### src/rtl/mem_port_arbiter.sv
// Arbitrates the single shared memory port between fetch (I) and data (D) requesters.
// Define ARB_TIMEOUT_EN to abort a transaction after TIMEOUT_CYCLES busy cycles without mem_ack.
module mem_port_arbiter #(
    parameter int unsigned ADDR_W         = 32,
    parameter int unsigned DATA_W         = 32,
    parameter int unsigned MAX_D_STREAK   = 4,
    parameter int unsigned TIMEOUT_CYCLES = 255
) (
    input  logic                  clk,
    input  logic                  rst,
    input  logic                  i_req,
    input  logic [ADDR_W-1:0]     i_addr,
    output logic                  i_ack,
    output logic [DATA_W-1:0]     i_rdata,
    output logic                  i_err,
    input  logic                  d_req,
    input  logic [ADDR_W-1:0]     d_addr,
    input  logic                  d_we,
    input  logic [DATA_W-1:0]     d_wdata,
    input  logic [DATA_W/8-1:0]   d_wstrb,
    output logic                  d_ack,
    output logic [DATA_W-1:0]     d_rdata,
    output logic                  d_err,
    output logic                  mem_req,
    output logic                  mem_sel,
    output logic [ADDR_W-1:0]     mem_addr,
    output logic                  mem_we,
    output logic [DATA_W-1:0]     mem_wdata,
    output logic [DATA_W/8-1:0]   mem_wstrb,
    input  logic                  mem_ack,
    input  logic [DATA_W-1:0]     mem_rdata
);
    localparam int unsigned STREAK_W = $clog2(MAX_D_STREAK + 1);

    typedef enum logic [1:0] {
        IDLE   = 2'd0,
        BUSY_I = 2'd1,
        BUSY_D = 2'd2
    } state_t;

    state_t              state;
    state_t              state_nxt;
    logic [STREAK_W-1:0] streak;
    logic [STREAK_W-1:0] streak_nxt;
    logic                sel_nxt;
    logic                busy;
    logic                timeout;
    logic                done;

    assign busy = (state != IDLE);
    assign done = busy && (mem_ack || timeout);

`ifdef ARB_TIMEOUT_EN
    localparam int unsigned TO_W = (TIMEOUT_CYCLES > 1) ? $clog2(TIMEOUT_CYCLES) : 1;

    logic [TO_W-1:0] to_cnt;

    // Fires in the TIMEOUT_CYCLES-th busy cycle; a same-cycle mem_ack takes precedence.
    assign timeout = busy && !mem_ack && (to_cnt == TO_W'(TIMEOUT_CYCLES - 1));

    always_ff @(posedge clk) begin
        if (rst || !busy || done) begin
            to_cnt <= '0;
        end else begin
            to_cnt <= to_cnt + 1'b1;
        end
    end
`else
    logic unused_timeout_cfg;

    assign timeout            = 1'b0;
    assign unused_timeout_cfg = (TIMEOUT_CYCLES == 0);
`endif

    // State register; mem_sel is registered alongside the state transition.
    always_ff @(posedge clk) begin
        if (rst) begin
            state   <= IDLE;
            streak  <= '0;
            mem_sel <= 1'b0;
        end else begin
            state   <= state_nxt;
            streak  <= streak_nxt;
            mem_sel <= sel_nxt;
        end
    end

    // Next state: data wins unless fetch has waited through MAX_D_STREAK data grants.
    always_comb begin
        state_nxt  = state;
        streak_nxt = streak;
        case (state)
            IDLE: begin
                if (d_req && (!i_req || (streak < STREAK_W'(MAX_D_STREAK)))) begin
                    state_nxt  = BUSY_D;
                    streak_nxt = i_req ? (streak + 1'b1) : '0;
                end else if (i_req) begin
                    state_nxt  = BUSY_I;
                    streak_nxt = '0;
                end
            end
            BUSY_I, BUSY_D: begin
                if (done) begin
                    state_nxt = IDLE;
                end
            end
            default: state_nxt = IDLE;
        endcase
        sel_nxt = (state_nxt == BUSY_D);
    end

    // Port mux and completion routing.
    always_comb begin
        mem_req   = 1'b0;
        mem_addr  = '0;
        mem_we    = 1'b0;
        mem_wdata = '0;
        mem_wstrb = '0;
        i_ack     = 1'b0;
        i_rdata   = '0;
        i_err     = 1'b0;
        d_ack     = 1'b0;
        d_rdata   = '0;
        d_err     = 1'b0;
        if (busy) begin
            mem_req  = 1'b1;
            mem_addr = mem_sel ? d_addr : i_addr;
            if (mem_sel) begin
                mem_we    = d_we;
                mem_wdata = d_wdata;
                mem_wstrb = d_wstrb;
            end
        end
        if (done) begin
            if (mem_sel) begin
                d_ack   = 1'b1;
                d_err   = timeout;
                d_rdata = mem_ack ? mem_rdata : '0;
            end else begin
                i_ack   = 1'b1;
                i_err   = timeout;
                i_rdata = mem_ack ? mem_rdata : '0;
            end
        end
    end

endmodule

### config.mk
export PLATFORM = sky130hd
export DESIGN_NAME = mem_port_arbiter
export DESIGN_NICKNAME = d
export VERILOG_FILES = /design/src/rtl/mem_port_arbiter.sv
export SDC_FILE = /design/constraint.sdc
export NUM_CORES = 1
export LEC_CHECK = 0
export CORE_AREA = 10 10 100 102
export DETAILED_ROUTE_END_ITERATION = 7
export DIE_AREA = 0 0 110 112
export GPL_TIMING_DRIVEN = 0
export MAX_ROUTING_LAYER = met4
export PLACE_DENSITY = 0.78
export SLEW_MARGIN = 20
export SYNTH_ARGS = -nofsm -noshare
export SYNTH_HDL_FRONTEND = slang
export SYNTH_SLANG_ARGS = --single-unit
### constraint.sdc
create_clock -name clk -period 2.3 [get_ports clk]
set_input_delay 0.69 -clock clk [delete_from_list [all_inputs] [get_ports clk]]
set_output_delay 0.69 -clock clk [all_outputs]
set_load 0.05 [all_outputs]
==> results of run 1 <==
worst paths after layout:
kind | cells after the start | to | slack, ns | start
worst max register to register | 6 | mem_sel | 0.92 | state[1]
worst min-delay path | 2 | streak[1] | 0.47 | streak[1]
worst min register to register | 2 | streak[1] | 0.47 | streak[1]
worst max-delay path | 4 | mem_addr[19] | 0.03 | d_addr[19]
logic make-up (layout without fill, tap and decap cells):
family,count (synthesis),count (layout)
AO/OA/AOI/OAI,9,9
other,1,2
buffers and inverters,26,314
multiplexers,33,33
flip-flops,6,6
adder cells (fa/ha/maj),3,3
AND/OR/NAND/NOR,148,149
sequential cells by signal, summed over array words and instances (netlist names):
signal	count
mem_sel	1
state	2
streak	3
worst min-delay path, stage by stage (launching register included):
cell and delay (ns):
dfxtp_1 0.31, nand2_1 0.06, a21oi_1 0.05
through the flow:
step           cell area [um^2]  TNS (ns)
6_report                   4981         0
3_5_place_dp               4612   -112.12
3_3_place_gp               4612   -108.61
5_1_grt                    4981   -0.6510
4_1_cts                    4783         0
2_1_floorplan              1738         0
per-layer routing:
metal | up-vias | wire (um)
met5 | - | 0
met2 | 154 | 6388
met1 | 1215 | 4150
li1 | 1326 | -
met4 | 0 | 118
met3 | 10 | 1144
cell usage in the layout (no fill, tap or decap), drive strengths merged, types with 2 or more instances in the layout:
master	instances
conb	2
ha	3
and3	33
inv	3
dfxtp	6
a21oi	2
o21ai	2
and2b	2
and2	70
nor2	37
mux2i	33
clkdlybuf4s50	137
clkbuf	17
buf	157
report_power, final:
part | leakage, nW | internal (mW) | total, mW | switching (mW)
Combinational | 2.24 | 0.565 | 1.26 | 0.700
Clock | 0.0216 | 0.112 | 0.155 | 0.0426
Sequential | 0.0498 | 0.112 | 0.115 | 0.00383
Total | 2.31 | 0.789 | 1.53 | 0.746
cell usage after synthesis:
library cell	count	area share [%]
a21bo_2	1	0.64
a21oi_1	1	0.32
a21oi_2	1	0.56
a22oi_1	1	0.48
a32oi_2	1	1.0
and2_1	70	28
and2b_4	1	0.64
and3_1	32	13
and3_4	1	0.72
and4b_1	1	0.64
buf_1	1	0.24
buf_2	11	3.5
buf_4	7	3.4
clkbuf_1	4	0.96
conb_1	1	0.24
dfxtp_1	6	7.7
ha_1	3	2.4
inv_1	3	0.72
mux2i_1	33	21
nand2_1	1	0.24
nand2b_2	1	0.56
nand4_1	1	0.40
nor2_1	36	8.7
nor2_4	1	0.72
nor2b_1	1	0.40
nor4_1	1	0.40
o21a_1	1	0.48
o21ai_0	2	0.64
o221a_1	1	0.72
or2b_1	1	0.48
area by class of cell:
class                           instances  share of cell area, %
Sequential cell                         6                  2.462
Tap cell                              105                  2.638
Multi-Input combinational cell        196                  31.50
Buffer                                 23                  3.919
Clock buffer                            3                 0.8289
Timing Repair Buffer                  285                  58.43
Inverter                                3                 0.2261
what timing repair did:
item	in CTS	in global routing
pin swaps	1	11
setup buffers	5	1
gates cloned	6	0
endpoints found under the setup margin	136	104
resized for setup	924	78
==> results by group, run 1 <==
Logic synthesis
  – Post-synthesis xor/xnor area fraction: 0%
  – Main combinational cell family by area after synthesis: simple AND/OR/NAND/NOR gates
  – Cell count after synthesis: 226
  – Synth Cell Area: 1560 um^2
  – Netlist cell types: 30
  – Post-synthesis sequential area ratio: 7.698%
  – Mux cell area share after synthesis: 21.17%
  – Syn_area_per_cell: 6.904 um^2
  – Synth Area in Adders: 2.406%
  – Post-synthesis compound-gate area fraction: 4.892%
  – Yosys warning count: 0
  – Flops & latches, synth: 6
  – Simple-gate share of the synthesized area: 54.77%

Die
  – Core area: 8051 um^2
  – Initial core utilization: 19.38%
  – Rows: 33
  – Die height: 112 um
  – Die area: 12320 um^2
  – I/O Pins: 277
  – Die W: 110 um

Worst setup path
  – Critical path's slowest cell: clkdlybuf4s50_1
  – Worst Path Buf+Inv: 2
  – Crit path DAT: 1.58 ns
  – Crit. End Element: output port
  – Crit path cell chain: clkdlybuf4s50_1 > mux2i_1 > nor2_2 > buf_2
  – Cell family with most CP delay: buffers and inverters
  – Max stage delay on crit path: 0.46 ns
  – Crit Path Class: input port to output port
  – Critical path launch point type: input port
  – Worst Path Max Fanout: 1
  – Worst path required time: 1.61 ns

Routing
  – Overall routed net length: 11.80 mm
  – DR vias: 2705
  – Antenna Nets Post-Route: 0
  – DRC viols: 0
  – TritonRoute pass-1 iters: 4
  – Starting DRT DRC Count: 64
  – WL/cell: 19.00 um
  – Vias per cell: 4.356

Placed design
  – PortBufs: 274
  – Placed cell count: 606
  – Gpl congestion: 0.8764
  – Placement Setup Slack: -1.253 ns
  – DP HPWL: 10.13 mm

GRT
  – Vias in the first global route: 3010
  – Initial antenna violation count: 0
  – Largest net degree at the start of global routing: 11
  – Grt total ovfl: 0
  – Met2 GRT Util: 33.73%
  – GRT busiest layer: met2
  – First-pass GRT wire length: 16.78 mm
  – GRT Total Usage: 17.63%
  – M1 GR Usage: 17.16%
  – Met3 Usage GRT: 5.017%

Pwr
  – Power Density: 308.2 nW/um^2
  – Total power: 1.535 mW
  – Peak VDD IR: 0.2069 mV
  – Leak: 2.310 nW

Final layout
  – Fillers: 684
  – ANT cells: 0
  – Non-filler cells, final: 621
  – Multi-input gate area: 1569 um^2
  – Ratio of cells with drive above 1 in the final layout: 59.50%
  – Reg area: 122.6 um^2
  – Layout Utilization: 61.86%
  – Fin nets: 659
  – Synthesis-to-finish area growth: 219.2%

Clocking
  – Longest Clk Path Bufs: 2
  – TritonCTS clock tree: built
  – Num Clock Sinks: 6
  – Worst-path clk slew: 0.04 ns
  – Worst-skew pair later-pin latency: 0.22 ns
  – H-tree levels: 1
  – Cts bufs inserted: 3
  – Root buf cell: clkbuf_8
  – CTS Hold Bufs: 0

STA
  – Hold Slack: 0.4711 ns
  – Unrepaired setup endpoints after global routing: yes
  – Fin. Hold Viols: 0
  – Final WS setup: 0.03123 ns
  – Slew @ Worst Pin: 0.5262 ns
  – Final setup viols: 0
  – Period minus WS final: 2.269 ns
  – Final worst-path cycle share: 98.64%
  – Fmax achieved: 440.8 MHz
  – Slew Limit Fails: 0
  – Clk_skew: 0.0007413 ns
  – Slew Limit Headroom: 64.81%

Worst hold path
  – Hold crit path type: flip-flop to flip-flop

Outcome
  – Status: completed

Job
  – Max_cap viols: 0
No activity file was read; power rests on OpenSTA's default activity.
==> run 2, diff against run 1 <==
--- a/config.mk
+++ b/config.mk
@@ -11,6 +11,7 @@
 export GPL_TIMING_DRIVEN = 0
 export MAX_ROUTING_LAYER = met4
 export PLACE_DENSITY = 0.78
+export REMOVE_ABC_BUFFERS = 1
 export SLEW_MARGIN = 20
 export SYNTH_ARGS = -nofsm -noshare
 export SYNTH_HDL_FRONTEND = slang
==> results by group, run 2 (synthesis results as in run 1) <==
Outcome
  – Status: finished with violations
  – Violated checks: setup timing

STA
  – Fin. Hold Viols: 0
  – Slew Limit Headroom: 66.63%
  – Final setup viols: 30
  – Final WS setup: -0.02927 ns
  – Period minus WS final: 2.329 ns
  – Final worst-path cycle share: 101.3%
  – Hold Slack: 0.4862 ns
  – Fmax achieved: 429.3 MHz
  – Slew @ Worst Pin: 0.4990 ns
  – Unrepaired setup endpoints after global routing: yes
  – Slew Limit Fails: 0
  – Clk_skew: 0.001567 ns

Clocking
  – Root buf cell: clkbuf_8
  – H-tree levels: 1
  – Worst-skew pair later-pin latency: 0.23 ns
  – Worst-path clk slew: 0.04 ns
  – TritonCTS clock tree: built
  – Num Clock Sinks: 6
  – Cts bufs inserted: 3
  – Longest Clk Path Bufs: 2

Pwr
  – P_int: 742.9 uW
  – Net switching power: 747.6 uW
  – Power Density: 336.6 nW/um^2
  – Combinational share of power: 81.0%
  – Flop pwr share: 7.9%
  – Peak VDD IR: 0.1834 mV
  – Leak: 2.164 nW
  – Clk pwr share: 11.1%
  – Switching share of total power: 50.16%

GRT
  – Grt total ovfl: 0
  – Vias in the first global route: 2843
  – GRT Total Usage: 19.26%
  – First-pass GRT wire length: 17.84 mm
  – Largest net degree at the start of global routing: 35
  – Initial antenna violation count: 0

Worst setup path
  – Worst Path Buf+Inv: 3
  – RR Endpoint: mem_sel
  – Critical path's slowest cell: dfxtp_2
  – Reg2reg setup slack: 0.83 ns
  – Max stage delay on crit path: 0.36 ns
  – Worst Path Max Fanout: 17
  – Worst path required time: 1.61 ns
  – Worst setup path endpoint: i_rdata[15]
  – Crit. End Element: output port
  – Critical path launch point type: flip-flop
  – R2R cell count: 6
  – Worst r2r src: state[1]
  – Crit path cell chain: inv_2 > ha_4 > nand2b_4 > nor2_4 > buf_12 > and2_1 > buf_6
  – Crit path DAT: 1.64 ns
  – Critical Path Source: state[1]
  – Crit Path Class: flip-flop to output port
  – Cell family with most CP delay: simple AND/OR/NAND/NOR gates
  – Worst path depth: 7

Placed design
  – DP HPWL: 9.930 mm
  – Gpl congestion: 0.8564
  – Placement Setup Slack: -2.051 ns
  – Placed cell area: 4335 um^2
  – PortBufs: 274
  – Placed cell count: 584

Final layout
  – Max FFs per register: 3
  – Ratio of cells with drive above 1 in the final layout: 36.67%
  – Non-filler cells, final: 604
  – Post-route cell area: 4428 um^2
  – Largest regs: streak x3, state x2, mem_sel x1
  – Most common cell after layout, fill and taps aside: clkdlybuf4s50_1
  – Synthesis-to-finish area growth: 183.8%
  – Commonest cells after routing, fill and taps aside: 136 x clkdlybuf4s50_1, 67 x buf_4, 59 x and2_1
  – Fillers: 778
  – Fin nets: 642
  – Reg area: 128.9 um^2
  – Multi-input gate area: 1425 um^2
  – ANT cells: 0
  – Biggest register: streak

Routing
  – Overall routed net length: 12.80 mm
  – DR vias: 2710
  – TritonRoute pass-1 iters: 4
  – DRC viols: 0
  – Antenna Nets Post-Route: 0
  – Starting DRT DRC Count: 62
  – WL/cell: 21.20 um
  – Vias per cell: 4.487

Die
  – Die height: 112 um
  – Core area: 8051 um^2
  – Die W: 110 um
  – Initial core utilization: 19.38%
  – Die area: 12320 um^2
  – I/O Pins: 277
  – Rows: 33

Job
  – Max_cap viols: 0

Worst hold path
  – Hold crit path type: flip-flop to flip-flop
[run 2: timing repair]
action / in CTS / in global routing
setup endpoints to repair: 140 / 86
cloned: 7 / 0
buffers inserted: 10 / 0
gates resized for setup: 830 / 62
pin swaps: 3 / 3
hold buffers: 0 / 0
endpoints found under the hold margin: 0 / 0
[run 2: layer usage]
layer | GRT usage (%) | vias to the layer above | share of wire, %
met5 | - | - | 0
met4 | 2.431 | 0 | 0.87
met3 | 7.036 | 8 | 11
met2 | 34.60 | 176 | 51
met1 | 19.85 | 1226 | 37
li1 | - | 1300 | -
[run 2: worst min-delay path by stage]
stage	slack (ns)	cells after the start	from	end
after floorplan	0.43	2	streak[1]	streak[1]
after global placement	0.45	2	streak[1]	streak[1]
after detailed placement	0.48	2	streak[1]	streak[1]
after CTS	0.49	2	streak[1]	streak[1]
after global routing	0.53	2	streak[1]	streak[1]
final	0.49	2	streak[1]	streak[1]
[run 2: cell type report]
| cell class | instances | area share, % |
|---|---|---|
| clock buffer | 3 | 0.9325 |
| inverter | 3 | 0.2543 |
| multi-input combinational | 202 | 32.18 |
| sequential | 6 | 2.910 |
| tap | 105 | 2.967 |
| timing repair buffer | 285 | 60.75 |
[run 2: per-stage QoR]
stage | power, mW | TNS, ns | utilization, %
2_1_floorplan | 0.7285 | -143.53 | -
3_3_place_gp | 1.235 | -237.46 | 53.55
3_5_place_dp | 1.251 | -168.83 | 53.85
4_1_cts | 1.458 | -0.4307 | 53.05
5_1_grt | 1.556 | -2.199 | 55.00
6_report | 1.490 | -0.4515 | 55.00
[run 2: power by group through the flow]
stage               sequential [mW]  clock, mW  combinational, mW
floorplan                     0.144          0              0.584
global placement              0.144          0               1.09
detailed placement            0.128          0               1.12
CTS                           0.119      0.162               1.18
global route                  0.119      0.173               1.26
finish                        0.118      0.165               1.21
[run 2: worst reg2reg max path: cells and delay by family, from the launching register on]
kind / cells / cell delay [ns]
buffers and inverters: 2 / 0.20
AO/OA/AOI/OAI: 2 / 0.45
flip-flops: 1 / 0.36
AND/OR/NAND/NOR: 1 / 0.19
adder cells (fa/ha/maj): 1 / 0.20
